===== config.mk =====
export PLATFORM = sky130hd
export DESIGN_NAME = snapshot_capture_ctrl
export DESIGN_NICKNAME = d
export VERILOG_FILES = /design/src/rtl/snapshot_capture_ctrl.sv
export SDC_FILE = /design/constraint.sdc
export NUM_CORES = 1
export LEC_CHECK = 0
export CAP_MARGIN = 10
export CORE_MARGIN = 4
export CORE_UTILIZATION = 40
export CTS_BUF_LIST = sky130_fd_sc_hd__clkbuf_8
export CTS_CLUSTER_DIAMETER = 100
export DETAILED_ROUTE_END_ITERATION = 6
export GPL_ROUTABILITY_DRIVEN = 0
export SLEW_MARGIN = 20
export SYNTH_ARGS = -nofsm -noshare
export SYNTH_HDL_FRONTEND = slang
export SYNTH_SLANG_ARGS = --single-unit

===== constraint.sdc =====
create_clock -name iCLK -period 9.05 [get_ports iCLK]
set_clock_uncertainty 0.1 [all_clocks]
set_input_delay 1.81 -clock iCLK [delete_from_list [all_inputs] [get_ports iCLK]]
set_output_delay 1.81 -clock iCLK [all_outputs]
set_load 0.02 [all_outputs]

===== src/rtl/snapshot_capture_ctrl.sv =====
`default_nettype none
// ============================================================================
// Module      : snapshot_capture_ctrl
// Description : Live-stream / single-frame snapshot sequencer for the
//               camera-to-SDRAM write path, with pixel-count verification.
// Revision    : 1.0 - initial release
// ============================================================================
module snapshot_capture_ctrl #(
   parameter int FRAME_PIXELS = 307200,
   parameter int CNT_W        = 20,
   parameter int TIMEOUT      = 25000000,
   parameter int TO_W         = 25,
   parameter int MAX_RETRY    = 2
) (
   input  logic             iCLK,
   input  logic             iRST,
   input  logic             iSNAP,
   input  logic             iLIVE,
   input  logic             iFVAL,
   input  logic             iDVAL,
   output logic             oWR_EN,
   output logic             oWR_LOAD,
   output logic [2:0]       oSTATE,
   output logic             oBUSY,
   output logic             oDONE,
   output logic             oERR,
   output logic [CNT_W-1:0] oPix_Cnt,
   output logic [15:0]      oSnap_Cnt
);

   localparam logic [2:0] c_LIVE     = 3'd0;
   localparam logic [2:0] c_SYNC     = 3'd1;
   localparam logic [2:0] c_LOAD     = 3'd2;
   localparam logic [2:0] c_WAIT_SOF = 3'd3;
   localparam logic [2:0] c_CAPTURE  = 3'd4;
   localparam logic [2:0] c_CHECK    = 3'd5;
   localparam logic [2:0] c_FROZEN   = 3'd6;
   localparam logic [2:0] c_RESUME   = 3'd7;

   localparam int              c_RW      = $clog2(MAX_RETRY + 2);
   localparam logic [TO_W-1:0] c_TO_LAST = TO_W'(TIMEOUT - 1);
   localparam logic [CNT_W-1:0] c_FRAME  = CNT_W'(FRAME_PIXELS);
   localparam logic [c_RW-1:0] c_RETRIES = c_RW'(MAX_RETRY);

   logic [2:0]       r_state;
   logic [2:0]       w_next;
   logic             r_fval_d;
   logic [TO_W-1:0]  r_tcnt;
   logic [CNT_W-1:0] r_pix;
   logic [c_RW-1:0]  r_retry;
   logic             r_wr_load;
   logic             r_busy;
   logic             r_done;
   logic             r_err;
   logic [CNT_W-1:0] r_pix_out;
   logic [15:0]      r_snap_cnt;

   logic w_sof, w_eof, w_to_en, w_expired, w_good, w_can_retry;
   logic w_wr_gate, w_count, w_snap_req, w_fail;

   assign w_sof       = iFVAL & ~r_fval_d;
   assign w_eof       = ~iFVAL & r_fval_d;
   assign w_to_en     = (r_state == c_SYNC) | (r_state == c_WAIT_SOF) |
                        (r_state == c_CAPTURE) | (r_state == c_RESUME);
   assign w_expired   = w_to_en & (r_tcnt == c_TO_LAST);
   assign w_good      = (r_pix == c_FRAME);
   assign w_can_retry = (r_retry < c_RETRIES);

   // State register
   always_ff @(posedge iCLK or posedge iRST) begin
      if (iRST) r_state <= c_RESUME;
      else      r_state <= w_next;
   end

   // Next-state logic: an abort request outranks a timeout in the abortable states
   always_comb begin
      w_next = r_state;
      case (r_state)
         c_LIVE:     if (iSNAP) w_next = c_SYNC;
         c_SYNC: begin
            if (iLIVE)          w_next = c_RESUME;
            else if (w_expired) w_next = c_FROZEN;
            else if (!iFVAL)    w_next = c_LOAD;
         end
         c_LOAD:     w_next = iLIVE ? c_RESUME : c_WAIT_SOF;
         c_WAIT_SOF: begin
            if (iLIVE)          w_next = c_RESUME;
            else if (w_expired) w_next = c_FROZEN;
            else if (w_sof)     w_next = c_CAPTURE;
         end
         c_CAPTURE: begin
            if (iLIVE)          w_next = c_RESUME;
            else if (w_expired) w_next = c_FROZEN;
            else if (w_eof)     w_next = c_CHECK;
         end
         c_CHECK: begin
            if (iLIVE)            w_next = c_RESUME;
            else if (w_good)      w_next = c_FROZEN;
            else if (w_can_retry) w_next = c_LOAD;
            else                  w_next = c_FROZEN;
         end
         c_FROZEN: begin
            if (iSNAP)      w_next = c_SYNC;
            else if (iLIVE) w_next = c_RESUME;
         end
         default: begin
            if (w_expired)   w_next = c_FROZEN;
            else if (!iFVAL) w_next = c_LIVE;
         end
      endcase
   end

   // Output decode; the SOF pixel is written from WAIT_SOF so the frame is complete
   always_comb begin
      w_wr_gate  = 1'b0;
      w_snap_req = 1'b0;
      case (r_state)
         c_LIVE:     begin w_wr_gate = 1'b1; w_snap_req = iSNAP; end
         c_WAIT_SOF: w_wr_gate = (w_next == c_CAPTURE);
         c_CAPTURE:  w_wr_gate = 1'b1;
         c_FROZEN:   w_snap_req = iSNAP;
         default:    w_wr_gate = 1'b0;
      endcase
      w_count = w_wr_gate & iDVAL & (r_state != c_LIVE);
      w_fail  = (w_expired & (w_next == c_FROZEN)) |
                ((r_state == c_CHECK) & (w_next == c_FROZEN) & ~w_good);
   end

   always_ff @(posedge iCLK or posedge iRST) begin
      if (iRST) begin
         r_fval_d   <= 1'b0;
         r_tcnt     <= '0;
         r_pix      <= '0;
         r_retry    <= '0;
         r_wr_load  <= 1'b0;
         r_busy     <= 1'b1;
         r_done     <= 1'b0;
         r_err      <= 1'b0;
         r_pix_out  <= '0;
         r_snap_cnt <= '0;
      end else begin
         r_fval_d <= iFVAL;

         if (w_next != r_state) r_tcnt <= '0;
         else if (w_to_en)      r_tcnt <= r_tcnt + 1'b1;

         if (r_state == c_LOAD)
            r_pix <= '0;
         else if (w_count && (r_pix != {CNT_W{1'b1}}))
            r_pix <= r_pix + 1'b1;

         if (w_snap_req)
            r_retry <= '0;
         else if ((r_state == c_CHECK) && (w_next == c_LOAD))
            r_retry <= r_retry + 1'b1;

         if (w_snap_req)  r_err <= 1'b0;
         else if (w_fail) r_err <= 1'b1;

         r_wr_load <= (w_next == c_LOAD) | ((r_state == c_RESUME) & (w_next == c_LIVE));
         r_busy    <= (w_next != c_LIVE) & (w_next != c_FROZEN);
         r_done    <= (w_next == c_FROZEN) &
                      ((r_state == c_FROZEN) ? r_done : ((r_state == c_CHECK) & w_good));

         if (r_state == c_CHECK) r_pix_out <= r_pix;
         if ((r_state == c_CHECK) && (w_next == c_FROZEN) && w_good)
            r_snap_cnt <= r_snap_cnt + 16'd1;
      end
   end

   assign oWR_EN    = iDVAL & w_wr_gate;
   assign oWR_LOAD  = r_wr_load;
   assign oSTATE    = r_state;
   assign oBUSY     = r_busy;
   assign oDONE     = r_done;
   assign oERR      = r_err;
   assign oPix_Cnt  = r_pix_out;
   assign oSnap_Cnt = r_snap_cnt;

endmodule
`default_nettype wire

* Yosys cells after proc, flatten, opt, wreduce, memory -nomap -nowiden
Index checks and enable logic that the tools add are counted.
** Operators by class
- Add/sub/neg operators :: 4
- Multipliers :: 0
- Divide/modulo/power cells :: 0
- Magnitude comparators :: 1
- Eq/ne operators :: 15
- Shift operators :: 0
- Multiplexer cells :: 30
- Bitwise gates (word level) :: 20
- Reduce and logical (&&, ||, !) cells :: 14
** Operators by type and width (number)
- 3-bit 2-to-1 mux :: 18
- 25-bit 2-to-1 mux :: 2
- 20-bit 2-to-1 mux :: 2
- 25-bit by 1-bit adder with 25-bit output, second input constant :: 1
- 25-bit == test, second input constant :: 1
- 3-bit case mux with 7 select lines :: 1
- 20-bit by 1-bit adder with 20-bit output, second input constant :: 1
- 20-bit by 19-bit == test with 1-bit output, second input constant :: 1
- 20-bit != test, second input constant :: 1
- 3-bit == test, second input constant :: 6
- 16-bit by 1-bit adder with 16-bit output, second input constant :: 1
- 1-bit bitwise AND :: 12
- 3-bit by 2-bit == test with 1-bit output, second input constant :: 3
- 2-bit nonzero test :: 4
- 3-bit zero test :: 2
- 3-bit nonzero test :: 2
- 1-bit OR :: 5
- 1-bit logical AND :: 4
- 1-bit 2-to-1 mux :: 4
- 2-bit 2-to-1 mux :: 2
- 2-bit OR reduction :: 2
- 3-bit by 1-bit == test with 1-bit output, second input constant :: 1
- 3-bit != test :: 1
- 3-bit != test, second input constant :: 1
- other kinds (4) :: 6
** Storage, ports and cells
- Flip-flop bits (word level) :: 91
- Bits in latches :: 0
- Bits in writable memories :: 0
- Bits in read-only memories :: 0
- Input port bits :: 6
- Output and inout bits :: 44
- Logic and storage cells :: 95
- Memories kept :: 0

* Depth between registers and ports, before layout
Gate-level depths: netlist (run 1).
- Word-level depth :: 15
- Gate-level depth with buffers :: 9
- Gate-level depth less buffers :: 8

* Worst setup path after synthesis (run 1)
Ideal clock, no wire load.
- Path kind :: in2out
- From :: in iLIVE
- To :: out oWR_EN
- Arrival time :: 2.820 ns
- Required time :: 7.140 ns
- Path slack :: 4.320 ns
- Stages :: 4
- Buffers on the path :: 1
- Cells stage by stage :: clkbuf_1 > nor4b_1 > o21ai_1 > o32ai_1
** On the way
- Cells in the longest elaborated chain, start to end :: 6
** RTL lines
- start: declaration :: RTL line 18 : input logic iLIVE,
- 3-bit 2-to-1 mux :: RTL line 104 : else if (iLIVE) w_next = c_RESUME;
- 3-bit 2-to-1 mux :: RTL line 103 : if (iSNAP) w_next = c_SYNC;
- 3-bit case mux with 7 select lines (*) :: RTL line 78 : case (r_state)
- 3-bit == test (*) :: RTL line 119 : c_WAIT_SOF: w_wr_gate = (w_next == c_CAPTURE);
- 1-bit case mux with 2 select lines (*) :: RTL line 117 : case (r_state)
- 1-bit bitwise AND (*) :: RTL line 171 : assign oWR_EN = iDVAL & w_wr_gate;
- end: declaration :: RTL line 21 : output logic oWR_EN,
Mark *: on every way between the ends. The rest lies on a longest branch, timed or not.

* Worst setup path after layout (run 1)
Ends and elaborated chain as after synthesis.

==> results of run 1 <==
## kinds of logic (layout without fill, tap and decap cells)
logic type                 count (synthesis)  after routing  synth area share, %
DFF                                       91             91                 45.9
buffers and inverters                     42             89                 3.82
muxes                                      7              7                 1.43
AOI/OAI and AO/OA                         71             71                 9.58
and+or+nand+nor                          258            258                 29.9
xor gates and xnor gates                  44             44                 8.43
adders and majority gates                  4              4                 1.01
## worst paths after layout
check,slack [ns],depth (start not counted),end
max,3.20,5,oWR_EN
min,0.38,2,oPix_Cnt[13]$_DFFE_PP0P_
max reg2reg,5.88,6,oSnap_Cnt[15]$_DFFE_PP0P_
min reg2reg,0.38,2,oPix_Cnt[13]$_DFFE_PP0P_
max in group asynchronous,6.03,3,r_pix[19]$_DFFE_PP0P_
min in group asynchronous,1.61,2,oPix_Cnt[2]$_DFFE_PP0P_
## worst reg2reg max path: cells and delay by family, from the launching register on
family / cells / cell delay (ns)
and+or+nand+nor: 5 / 2.12
DFF: 1 / 0.73
xor gates and xnor gates: 1 / 0.16
## per-layer routing
layer  wire length, um  part of all wire [%]  GRT usage, %
met1              5360                    47          22.8
met2              5350                    47          26.6
met3               412                   3.6          2.97
met4               246                   2.2          7.73
met5                 0                     0             0
## placed cells by master (no fill, tap or decap), drive strengths merged, types with 2 or more instances in the layout
master	Yosys	routed
nand2	87	87
dfrtp	87	87
clkdlybuf4s50	0	49
nor4	37	37
xnor2	31	31
nor2	27	27
nand3	25	25
a21oi	22	22
inv	18	19
o21ai	19	19
nand4	14	14
nor3	14	14
xor2	13	13
clkbuf	9	10
or3	9	9
and3	9	9
or4	7	7
mux2i	6	6
and2	6	6
nand2b	5	5
o31ai	5	5
buf	14	5
nor2b	4	4
ha	4	4
dfstp	4	4
and4	4	4
clkinv	1	4
nor4b	2	2
o211ai	2	2
a31o	2	2
o2111ai	2	2
clkinvlp	0	2
## final cells by class
class | instances | area (um2) | share of cell area (%)
Inverter | 19 | 72.6 | 1.26
Clock inverter | 6 | 41.3 | 0.715
Timing Repair Buffer | 54 | 528 | 9.14
Tap cell | 168 | 210 | 3.64
Sequential cell | 91 | 2280 | 39.5
Clock buffer | 10 | 138 | 2.38
Multi-Input combinational cell | 384 | 2510 | 43.4
## power groups by stage
stage                     registers (mW)  logic, mW  clock network, mW
after floorplan                    0.506      0.409                  0
after global placement             0.511      0.535                  0
after detailed placement           0.512      0.545                  0
after CTS                          0.504      0.548              0.269
after global routing               0.514      0.588              0.288
final                              0.504      0.542              0.258
## flip-flops by register name (all words and copies together), names as in the netlist
register,count
oWR_LOAD,1
oPix_Cnt,20
r_retry,2
oDONE,1
r_pix,20
oSTATE,3
r_tcnt,25
oSnap_Cnt,16
oBUSY,1
r_fval_d,1
oERR,1
## stage by stage
| stage | instances | util, % |
|---|---|---|
| after CTS | 732 | 47.7 |
| final | 732 | 47.7 |
| after global routing | 732 | 47.7 |
| after floorplan | 517 | - |
| after detailed placement | 716 | 46.2 |
| after global placement | 716 | 46.2 |
==> impl_metrics.env, run 1 <==
export IMPL_dieArea_um2=14300
export IMPL_crit_path_end_kind="primary output"
export IMPL_synth_edf_count=0
export IMPL_dp_hpwl_mm=7.79
export IMPL_status="complete, no violations"
export IMPL_cts_hold_buffers=0
export IMPL_synth_top_flop_cell="dfrtp_1"
export IMPL_grt_antenna_before_repair=0
export IMPL_yosysTopAreaCellShare_pct=43.8
export IMPL_cts_buffer_depth=2
export IMPL_slew_violations=0
export IMPL_path_class="input pin to primary output"
export IMPL_final_hold_viol_count=0
export IMPL_seq_area_frac_synth_pct=45.9
export IMPL_synth_area_leader_cell="dfrtp_1"
export IMPL_power_density_nw_per_um2=226
export IMPL_syn_nets=527
export IMPL_seqPwrFrac_pct=38.7
export IMPL_worst_endpoint_arrival_ns=3.94
export IMPL_startpoint_type="input pin"
export IMPL_critPathMostFrequentCell="clkdlybuf4s50_1"
export IMPL_synth_common_cells="dfrtp_1, nand2_1, xnor2_1"
export IMPL_grt_pass1_wl_mm=19.5
export IMPL_fin_nets=569
export IMPL_synthesis_area_um2=4970
export IMPL_design_core_area_um2=12100
export IMPL_max_freq_ghz=0.171
export IMPL_worst_pin_slew_ns=0.885
export IMPL_critical_path_cell_chain="clkdlybuf4s50_1 > nor4b_1 > o21ai_1 > o32ai_1 > clkdlybuf4s50_1"
export IMPL_max_stage_delay_ns=0.72
export IMPL_num_antenna_cells=0
export IMPL_grt_util_all_layers_pct=16.9
export IMPL_hold_path_class="flip-flop to flip-flop"
export IMPL_p_switching_uw=578
export IMPL_viasPerCell=5.45
export IMPL_die_h_um=120
export IMPL_rsz0062_at_grt="no"
export IMPL_dieWidth_um=120
export IMPL_maxCapViolations=0
export IMPL_wl_per_cell_um=15.5
export IMPL_ys_ff_latch=91
export IMPL_syn_inst=517
export IMPL_pre_cts_slack_ns=3.20
export IMPL_drtAntennaViolNets=0
export IMPL_cp_max_fo=11
export IMPL_synthTopCellsByArea="dfrtp_1, nand2_1, xnor2_1"
export IMPL_io_buffers=49
export IMPL_critPathBufInv=2
export IMPL_setup_ws_ns=3.20
export IMPL_cts_num_sinks=91
export IMPL_pwr_share_comb_pct=41.5
export IMPL_cts_max_level=3
export IMPL_cts_tree="built"
export IMPL_path_clk_slew_ns=0.09
export IMPL_post_cts_resized=0
export IMPL_power_frac_clock_pct=19.8
export IMPL_hold_start="oPix_Cnt[13]$_DFFE_PP0P_"
export IMPL_setup_tns_final_ns=0
export IMPL_vias=3990
export IMPL_cp_top_family="buffers and inverters"
export IMPL_rows=40
export IMPL_grt_pass1_vias=3959
export IMPL_routed_wl_mm=11.4
export IMPL_firstDrtPassIters=5
export IMPL_grt_max_degree=71
export IMPL_critPathSlowestCell="clkdlybuf4s50_1"
export IMPL_timing_rr_start="oSTATE[2]$_DFF_PP1_"
export IMPL_p_sw_share_pct=44.3
export IMPL_design_area_um2=5780
export IMPL_worstPathRequired_ns=7.14
export IMPL_start_util_pct=41.1
export IMPL_post_route_period_util_pct=64.7
export IMPL_p_leak_nw=2.30
export IMPL_cts_buffers=9
export IMPL_drtIter0Drc=253
export IMPL_async_flop_share_pct=100
export IMPL_setup_viol=0
export IMPL_period_minus_slack_ns=5.85
export IMPL_drive_gt1_share_pct=10.8
export IMPL_power_internal_uw=726
export IMPL_clk_latency_ns=0.38
export IMPL_ir_drop_uv=178
export IMPL_fillCellCount=1178
export IMPL_grt_overflow_total=0
export IMPL_cp_startpoint="iLIVE"
export IMPL_ioPinCount=50
export IMPL_hold_ws_ns=0.381
export IMPL_drc=0
export IMPL_cts_setup_buffers=0
export IMPL_finalPower_mw=1.30
export IMPL_area_growth_pct=16.1
export IMPL_place_area_um2=5600
export IMPL_ys_warn_count=0
export IMPL_slew_headroom_pct=41.0
export IMPL_yosysUniqueCellTypes=71
export IMPL_cts_root_buf="clkbuf_8"
export IMPL_synth_area_per_cell_um2=9.62
(Power assumes the default switching activity.)
==> run 2: changes to the inputs <==
Clock period 9.05 ns to 6.1 ns, I/O delays scaled along.
==> impl_metrics.env, run 2 (same netlist as run 1, synthesis figures left out) <==
export IMPL_maxCapViolations=0
export IMPL_grt_max_degree=50
export IMPL_cp_max_fo=11
export IMPL_grt_util_all_layers_pct=16.7
export IMPL_dieArea_um2=14300
export IMPL_grt_met2_usage_pct=26.7
export IMPL_pwr_share_comb_pct=40.9
export IMPL_cts_hold_buffers=0
export IMPL_place_area_um2=5610
export IMPL_drive_gt1_share_pct=11.0
export IMPL_placed_cells=717
export IMPL_post_route_period_util_pct=77.9
export IMPL_clk_latency_ns=0.37
export IMPL_rsz0062_at_grt="no"
export IMPL_grt_antenna_before_repair=0
export IMPL_final_hold_viol_count=0
export IMPL_pre_cts_slack_ns=1.45
export IMPL_p_sw_share_pct=43.1
export IMPL_cts_root_buf="clkbuf_8"
export IMPL_drtIter0Drc=269
export IMPL_cts_num_sinks=91
export IMPL_cts_max_level=3
export IMPL_viasPerCell=5.46
export IMPL_worstPathRequired_ns=4.78
export IMPL_p_leak_nw=2.31
export IMPL_ioPinCount=50
export IMPL_slew_headroom_pct=38.7
export IMPL_power_frac_clock_pct=21.4
export IMPL_area_growth_pct=16.7
export IMPL_top_usage_layer="met2"
export IMPL_wl_per_cell_um=15.6
export IMPL_dp_hpwl_mm=7.81
export IMPL_p_switching_uw=855
export IMPL_crit_path_end_kind="primary output"
export IMPL_seqPwrFrac_pct=37.8
export IMPL_setup_ws_ns=1.35
export IMPL_setup_viol=0
export IMPL_slew_violations=0
export IMPL_worst_endpoint_arrival_ns=3.43
export IMPL_drtAntennaViolNets=0
export IMPL_mostFrequentLayoutCells="nand2_1, dfrtp_1, clkdlybuf4s50_1, xnor2_1, nor2_1"
export IMPL_cts_setup_buffers=0
export IMPL_fin_util_pct=47.9
export IMPL_largest_reg_flops=25
export IMPL_power_internal_mw=1.13
export IMPL_rows=40
export IMPL_drc=0
export IMPL_cts_tree="built"
export IMPL_io_buffers=49
export IMPL_die_h_um=120
export IMPL_ir_drop_uv=234
export IMPL_vias=3999
export IMPL_design_core_area_um2=12100
export IMPL_path_clk_slew_ns=0.09
export IMPL_cts_buffer_depth=2
export IMPL_startpoint_type="input pin"
export IMPL_period_minus_slack_ns=4.75
export IMPL_grt_pass1_wl_mm=19.6
export IMPL_start_util_pct=41.1
export IMPL_grt_overflow_total=0
export IMPL_hold_path_class="flip-flop to flip-flop"
export IMPL_firstDrtPassIters=5
export IMPL_grtUsageMet1_pct=23.1
export IMPL_met3_usage_pct=2.45
export IMPL_max_freq_ghz=0.210
export IMPL_post_cts_resized=0
export IMPL_design_area_um2=5810
export IMPL_power_density_nw_per_um2=341
export IMPL_fin_nets=570
export IMPL_path_class="input pin to primary output"
export IMPL_num_antenna_cells=0
export IMPL_setup_tns_final_ns=0
export IMPL_worst_pin_slew_ns=0.916
export IMPL_routed_wl_mm=11.4
export IMPL_status="complete, no violations"
export IMPL_instances_no_fill=732
export IMPL_cts_buffers=9
export IMPL_top_register="r_tcnt"
export IMPL_dieWidth_um=120
export IMPL_grt_pass1_vias=3976
## run 2: cell count changes in the layout (fill, tap and decap cells not counted)
cell       previous run  this run
buf_4                 5         6
bufinv_16             0         1
clkinv_2              2         1
inv_1                18        17
## run 2: power by group through the flow
stage	Clock, mW	Combinational [mW]	Sequential (mW)
after global placement	0	0.804	0.756
final	0.424	0.810	0.749
after global routing	0.461	0.883	0.761
after floorplan	0	0.607	0.751
after CTS	0.436	0.817	0.749
after detailed placement	0	0.812	0.759
## run 2: worst max-delay path: stages
cell	delay (ns)
clkdlybuf4s50_1	0.61
nor4b_1	0.40
o21ai_1	0.21
o32ai_1	0.27
clkdlybuf4s50_1	0.73
## run 2: worst paths after layout
kind                                           start                   endpoint  slack (ns)  cells past startpoint
min in group asynchronous                       iRST    oPix_Cnt[4]$_DFFE_PP0P_        1.22                      2
hold / removal             oSnap_Cnt[15]$_DFFE_PP0P_  oSnap_Cnt[15]$_DFFE_PP0P_        0.37                      1
hold reg to reg            oSnap_Cnt[15]$_DFFE_PP0P_  oSnap_Cnt[15]$_DFFE_PP0P_        0.37                      1
setup reg to reg                 oSTATE[0]$_DFF_PP1_     r_tcnt[15]$_DFFE_PP0P_        2.87                      6
max in group asynchronous                       iRST     r_tcnt[19]$_DFFE_PP0P_        3.56                      3
setup / recovery                               iLIVE                     oWR_EN        1.35                      5
## run 2: routing by layer
metal,vias to the layer above,routed length [um]
li1,1938,-
met1,1971,5520
met2,81,5390
met3,9,398
met4,0,131
met5,-,0
## run 2: area by class of cell
type | instances | area [um2]
flip-flops and latches | 91 | 2280
inverters | 19 | 72.6
clock buffers | 10 | 138
well taps | 168 | 210
clock inverters | 5 | 62.6
repair buffers | 55 | 536
fillers | 1178 | 6300
multi-input cells | 384 | 2510
## run 2: per-stage QoR
step / total power, mW / hold WS [ns]
floorplan: 1.36 / 0.344
global placement: 1.56 / 0.357
detailed placement: 1.57 / 0.361
CTS: 2.00 / 0.381
global route: 2.10 / 0.401
finish: 1.98 / 0.373
